--- src/rtl/inst_sram_master_pkg.sv ---
// Shared constants and sizing helpers for the instruction-fetch SRAM master.
package inst_sram_master_pkg;

    localparam logic [31:0] RESET_PC_DEFAULT = 32'h1C000000;
    localparam logic [1:0]  SIZE_WORD        = 2'd2;

    // Counters must hold the value DEPTH itself, hence one extra bit.
    function automatic int unsigned cnt_width(input int unsigned depth);
        return $clog2(depth) + 1;
    endfunction

endpackage

--- src/rtl/fetch_fifo.sv ---
// Synchronous FIFO with flush; simultaneous push and pop is allowed when full.
module fetch_fifo
    import inst_sram_master_pkg::*;
#(
    parameter int unsigned WIDTH = 32,
    parameter int unsigned DEPTH = 4,
    localparam int unsigned AW = (DEPTH > 1) ? $clog2(DEPTH) : 1,
    localparam int unsigned CW = cnt_width(DEPTH)
) (
    input  logic             clk,
    input  logic             reset,
    input  logic             flush,
    input  logic             push,
    input  logic [WIDTH-1:0] push_data,
    input  logic             pop,
    output logic [WIDTH-1:0] pop_data,
    output logic             full,
    output logic             empty,
    output logic [CW-1:0]    count
);

    logic [WIDTH-1:0] mem [DEPTH];
    logic [AW-1:0]    wr_ptr;
    logic [AW-1:0]    rd_ptr;
    logic [CW-1:0]    cnt;
    logic             do_push;
    logic             do_pop;

    assign empty    = (cnt == '0);
    assign full     = (cnt == CW'(DEPTH));
    assign count    = cnt;
    assign pop_data = mem[rd_ptr];
    assign do_pop   = pop & ~empty;
    assign do_push  = push & (~full | do_pop);

    always_ff @(posedge clk) begin
        if (reset || flush) begin
            wr_ptr <= '0;
            rd_ptr <= '0;
            cnt    <= '0;
        end else begin
            if (do_push) wr_ptr <= wr_ptr + 1'b1;
            if (do_pop)  rd_ptr <= rd_ptr + 1'b1;
            cnt <= cnt + CW'(do_push) - CW'(do_pop);
        end
    end

    always_ff @(posedge clk) begin
        if (do_push) mem[wr_ptr] <= push_data;
    end

endmodule

--- src/rtl/inst_sram_master.sv ---
// Instruction fetch master: issues sequential SRAM-like reads, tags them with
// their PC and queues returned words for decode; redirects flush and discard.
module inst_sram_master
    import inst_sram_master_pkg::*;
#(
    parameter logic [31:0] RESET_PC = RESET_PC_DEFAULT,
    parameter int unsigned DEPTH    = 4
) (
    input  logic        clk,
    input  logic        reset,
    input  logic        redirect_valid,
    input  logic [31:0] redirect_pc,
    output logic        inst_valid,
    input  logic        inst_ready,
    output logic [31:0] inst_pc,
    output logic [31:0] inst_data,
    output logic        req,
    output logic        wr,
    output logic [1:0]  size,
    output logic [3:0]  wstrb,
    output logic [31:0] addr,
    output logic [31:0] wdata,
    input  logic        addr_ok,
    input  logic        data_ok,
    input  logic [31:0] rdata
);

    localparam int unsigned CW = cnt_width(DEPTH);

    logic          req_r;
    logic          req_next;
    logic [31:0]   fetch_pc;
    logic          stale_r;
    logic [31:0]   stale_addr;
    logic [CW-1:0] discard_cnt;
    logic [CW-1:0] discard_next;

    logic          acc;
    logic          rsp;
    logic          discarding;
    logic          out_push;
    logic          inst_pop;

    logic          tag_full;
    logic          tag_empty;
    logic [CW-1:0] tag_count;
    logic [31:0]   tag_head;
    logic          out_full;
    logic          out_empty;
    logic [CW-1:0] out_count;
    logic [63:0]   out_head;

    logic [CW:0]   outst_next;
    logic [CW:0]   fifo_next;
    logic [CW:0]   occ_next;

    assign wr    = 1'b0;
    assign size  = SIZE_WORD;
    assign wstrb = '0;
    assign wdata = '0;

    // A request raised before a redirect keeps its old address until accepted.
    assign req  = req_r & ~reset;
    assign addr = reset ? RESET_PC : (stale_r ? stale_addr : fetch_pc);

    assign acc        = req & addr_ok;
    assign rsp        = data_ok & ~tag_empty & ~reset;
    assign discarding = (discard_cnt != '0);
    assign out_push   = rsp & ~discarding & ~redirect_valid & (~out_full | inst_pop);

    assign inst_valid = ~out_empty & ~reset;
    assign inst_pop   = inst_valid & inst_ready;
    assign inst_pc    = out_head[63:32];
    assign inst_data  = out_head[31:0];

    always_comb begin
        outst_next = {1'b0, tag_count} + (CW+1)'(acc) - (CW+1)'(rsp);
        fifo_next  = redirect_valid ? '0
                   : {1'b0, out_count} + (CW+1)'(out_push) - (CW+1)'(inst_pop);
        occ_next   = outst_next + fifo_next;

        req_next = (req & ~addr_ok)
                 | ((occ_next < (CW+1)'(DEPTH)) & (~tag_full | rsp));

        // Redirect snapshots everything in flight; a stale request joins on acceptance.
        if (redirect_valid)
            discard_next = outst_next[CW-1:0];
        else
            discard_next = discard_cnt - CW'(rsp & discarding) + CW'(acc & stale_r);
    end

    always_ff @(posedge clk) begin
        if (reset) begin
            req_r       <= 1'b1;
            fetch_pc    <= RESET_PC;
            stale_r     <= 1'b0;
            stale_addr  <= RESET_PC;
            discard_cnt <= '0;
        end else begin
            req_r       <= req_next;
            discard_cnt <= discard_next;

            if (redirect_valid)
                fetch_pc <= {redirect_pc[31:2], 2'b00};
            else if (acc && !stale_r)
                fetch_pc <= fetch_pc + 32'd4;

            if (redirect_valid && req && !addr_ok) begin
                stale_r <= 1'b1;
                if (!stale_r) stale_addr <= fetch_pc;
            end else if (acc) begin
                stale_r <= 1'b0;
            end
        end
    end

    fetch_fifo #(
        .WIDTH (32),
        .DEPTH (DEPTH)
    ) u_tag_fifo (
        .clk       (clk),
        .reset     (reset),
        .flush     (1'b0),
        .push      (acc),
        .push_data (addr),
        .pop       (rsp),
        .pop_data  (tag_head),
        .full      (tag_full),
        .empty     (tag_empty),
        .count     (tag_count)
    );

    fetch_fifo #(
        .WIDTH (64),
        .DEPTH (DEPTH)
    ) u_out_fifo (
        .clk       (clk),
        .reset     (reset),
        .flush     (redirect_valid),
        .push      (out_push),
        .push_data ({tag_head, rdata}),
        .pop       (inst_pop),
        .pop_data  (out_head),
        .full      (out_full),
        .empty     (out_empty),
        .count     (out_count)
    );

endmodule

--- config.mk ---
export PLATFORM = sky130hd
export DESIGN_NAME = inst_sram_master
export DESIGN_NICKNAME = d
export VERILOG_FILES = /design/src/rtl/inst_sram_master_pkg.sv /design/src/rtl/fetch_fifo.sv /design/src/rtl/inst_sram_master.sv
export SDC_FILE = /design/constraint.sdc
export NUM_CORES = 1
export LEC_CHECK = 0
export BUFFER_PORTS_ARGS = -buffer_cell sky130_fd_sc_hd__buf_2
export CORE_ASPECT_RATIO = 1.2
export CORE_UTILIZATION = 40
export DETAILED_ROUTE_END_ITERATION = 6
export RECOVER_POWER = 50
export SYNTH_ARGS = -nofsm -noshare
export SYNTH_HDL_FRONTEND = slang
export SYNTH_HIERARCHICAL = 1
export SYNTH_SLANG_ARGS = --single-unit
--- constraint.sdc ---
create_clock -name clk -period 3.4 [get_ports clk]
set_input_delay 0.17 -clock clk [delete_from_list [all_inputs] [get_ports clk]]
set_output_delay 0.17 -clock clk [all_outputs]
set_load 0.1 [all_outputs]
==> flow_summary.ini <==
[cts]
tritoncts = done
clk_latency_ns = 0.57
post_cts_buffers = 0
clkTransAtPathRegs_ns = 0.06
cts_buffers = 47
cts.path.max_buffers = 3
cts_root_buffer = clkbuf_16
htreeDepth = 2
cts.sinks = 469

[hold_path]
worst_hold_path.endpoint = fetch_pc[10]
min_path_cells = 4
hold_path_class = in -> reg
hold_start = redirect_valid

[critical_path]
path_class = reg -> reg
cp-end-kind = register
critPathRequiredTime_ns = 3.88
rr_endpoint = req_r
arrival_ns = 3.85
rr_worst_depth = 13
ff2ff_setup_slack_ns = 0.03
worstReg2RegStart = u_out_fifo/count[1]
start_kind = register
critPathMaxFanout = 5

[yosys]
ys_warn_count = 6
synth_cell_types = 57
synth.avg_cell_area_um2 = 16.6
yosysTopAreaCell = edfxtp_1
netlist_top_cells_count = edfxtp_1 (384), nand2_1 (103), mux4_2 (96)
synth-async-reset-ratio_pct = 0
synth_edf_count = 384
ys.flop_type = edfxtp_1
syn_area_um2 = 19100
yosysTopAreaCellShare_pct = 60.3
synthTopCellsByArea = edfxtp_1 (60%), mux4_2 (11%), dfxtp_1 (8.9%), nand2_1 (2.0%), buf_4 (2.0%)
ys_ff_latch = 469
ys_seq_area_share_pct = 69.3
synth_most_common_cell = edfxtp_1
syn_inst = 1149

[power]
power.switching_mw = 2.73
p_int_mw = 9.63
netSwitchingFraction_pct = 22.1
ir_drop_uv = 368
clkPwrFrac_pct = 42.7
p_total_mw = 12.4
p_comb_share_pct = 6.2
p_seq_share_pct = 51.1
leakagePower_nw = 7.84
p_per_area_nw_per_um2 = 537

[sta]
post-route-period-util_pct = 99.0
grt_setup_unrepaired = true
timing.hold.ws_ns = 0.184
tightest_slew_ns = 1.18
min_period_ns = 3.37
setup_viol = 0
setup-tns-final_ns = 0
relSlewSlack_pct = 21.5
finalHoldViolCount = 0
drv_slew = 0
fmax_ghz = 0.297
fin_skew_ns = 0.0156

[cells_and_area]
fillers = 4061
stdcell_area_um2 = 23000
antenna_cells = 0
nets = 1515
area_growth_pct = 20.4
finish.utilization_pct = 48.9
drive_gt1_share_pct = 26.6

[global_routing]
grt_use_total_pct = 16.5
grt_max_degree = 66
grt_pass1_wl_um = 61100
grt_pass1_vias = 10400
grt_overflow = 0
grt_antenna_before_repair = 0

[route]
vias = 10400
viasPerCell = 5.00
drcViolationCount = 0
totalWireLength_um = 39800
antenna_left = 0
drt_pre_antenna_iters = 5
wire_per_inst_um = 19.2
drt-initial-drc-count = 555

[placement]
placed_area_um2 = 20800
gp_congestion = 0.762
dp_hpwl_um = 25300
port_buffers = 165

[run]
drv_cap = 0

[floorplanning]
num_rows = 87
chipHeight_um = 241
start_util_pct = 40.6
io_pins = 207
fp.dieArea_um2 = 48700
core_um2 = 47000
die_w_um = 202

[outcome]
status = finished clean
[flip-flops by register name (all words and copies together) (netlist names), 3 cells and up, named ones only]
signal and cells:
u_tag_fifo/mem 128, stale_addr 32, fetch_pc 30, u_out_fifo/count 3
discard_cnt 3, u_tag_fifo/count 3, u_out_fifo/mem 256
[layout make-up]
type                       count  area (µm²)  share of cell area [%]
multi-input combinational    599        5440                    23.7
timing repair buffer         272        1860                    8.08
clock inverter                24         293                    1.27
sequential                   469       13200                    57.6
inverter                      28         105                   0.457
clock buffer                  61        1280                    5.56
tap                          623         779                    3.39
[per-layer routing]
layer  global-route usage [%]  vias up  part of all wire (%)
li1                         -     4881                     -
met1                     20.5     5266                    42
met2                     29.5      190                    52
met3                     3.01       51                   3.9
met4                     5.03        0                   2.3
met5                        0        -                     0
[worst max path at each step]
| stage | startpoint | to | cells after the start |
|---|---|---|---|
| floorplan | u_out_fifo/count[1] | req_r | 13 |
| global placement | u_tag_fifo/count[1] | req_r | 14 |
| detailed placement | u_tag_fifo/count[1] | req_r | 13 |
| CTS | u_out_fifo/count[2] | req_r | 14 |
| global route | u_tag_fifo/count[1] | req_r | 14 |
| finish | u_out_fifo/count[1] | req_r | 13 |
[critical path, stage by stage (launching register included)]
cell       delay [ns]
dfxtp_1          0.33
nor3_4           0.22
nor2_4           0.04
and2_4           0.16
o2111a_2         0.30
ha_4             0.16
fa_1             0.42
nor2b_2          0.17
ha_1             0.28
and4b_1          0.21
or3_1            0.33
o21a_1           0.19
or4_4            0.41
o2111ai_2        0.09
[power by group through the flow]
stage / clock (mW) / combinational (mW) / sequential (mW)
after floorplan: 0 / 0.590 / 6.42
after global placement: 0 / 0.711 / 6.43
after detailed placement: 0 / 0.721 / 6.44
after CTS: 5.43 / 0.779 / 6.31
after global routing: 5.64 / 0.820 / 6.32
final: 5.28 / 0.767 / 6.32
[what timing repair did]
item / CTS / global route
gates resized for setup: 4 / 7
gates cloned: 0 / 0
hold buffers: 63 / 0
endpoints found under the hold margin: 160 / 0
endpoints found under the setup margin: 1 / 1
pin swaps: 1 / 3
[per-stage QoR]
| step | setup WS, ns | std cells |
|---|---|---|
| after floorplan | -0.255 | 1191 |
| after global placement | 0.00190 | 1928 |
| after detailed placement | -0.0570 | 1928 |
| after CTS | 0.00609 | 2076 |
| after global routing | -0.0637 | 2076 |
| final | 0.0343 | 2076 |
[layout by cell type, fill, tap and decap left out, types with 35 or more instances in the layout]
cell and n:
a21oi_1 44, buf_2 132, buf_4 35, clkbuf_1 42, clkbuf_16 48, conb_1 44, dfxtp_1 77, dlygate4sd3_1 63
edfxtp_1 384, mux2i_1 36, mux4_2 96, nand2_1 103, nor2_1 56
[logic make-up after synthesis]
| logic type | count (synthesis) | synth area share, % |
|---|---|---|
| xor+xnor | 34 | 1.56 |
| compound gates | 79 | 2.52 |
| other cells | 2 | 0.0393 |
| buf+inv | 123 | 3.56 |
| mux | 133 | 13.3 |
| fa+ha+maj | 28 | 2.03 |
| simple gates | 281 | 7.79 |
| flops | 469 | 69.3 |
Power figures use the tool's default switching activity.
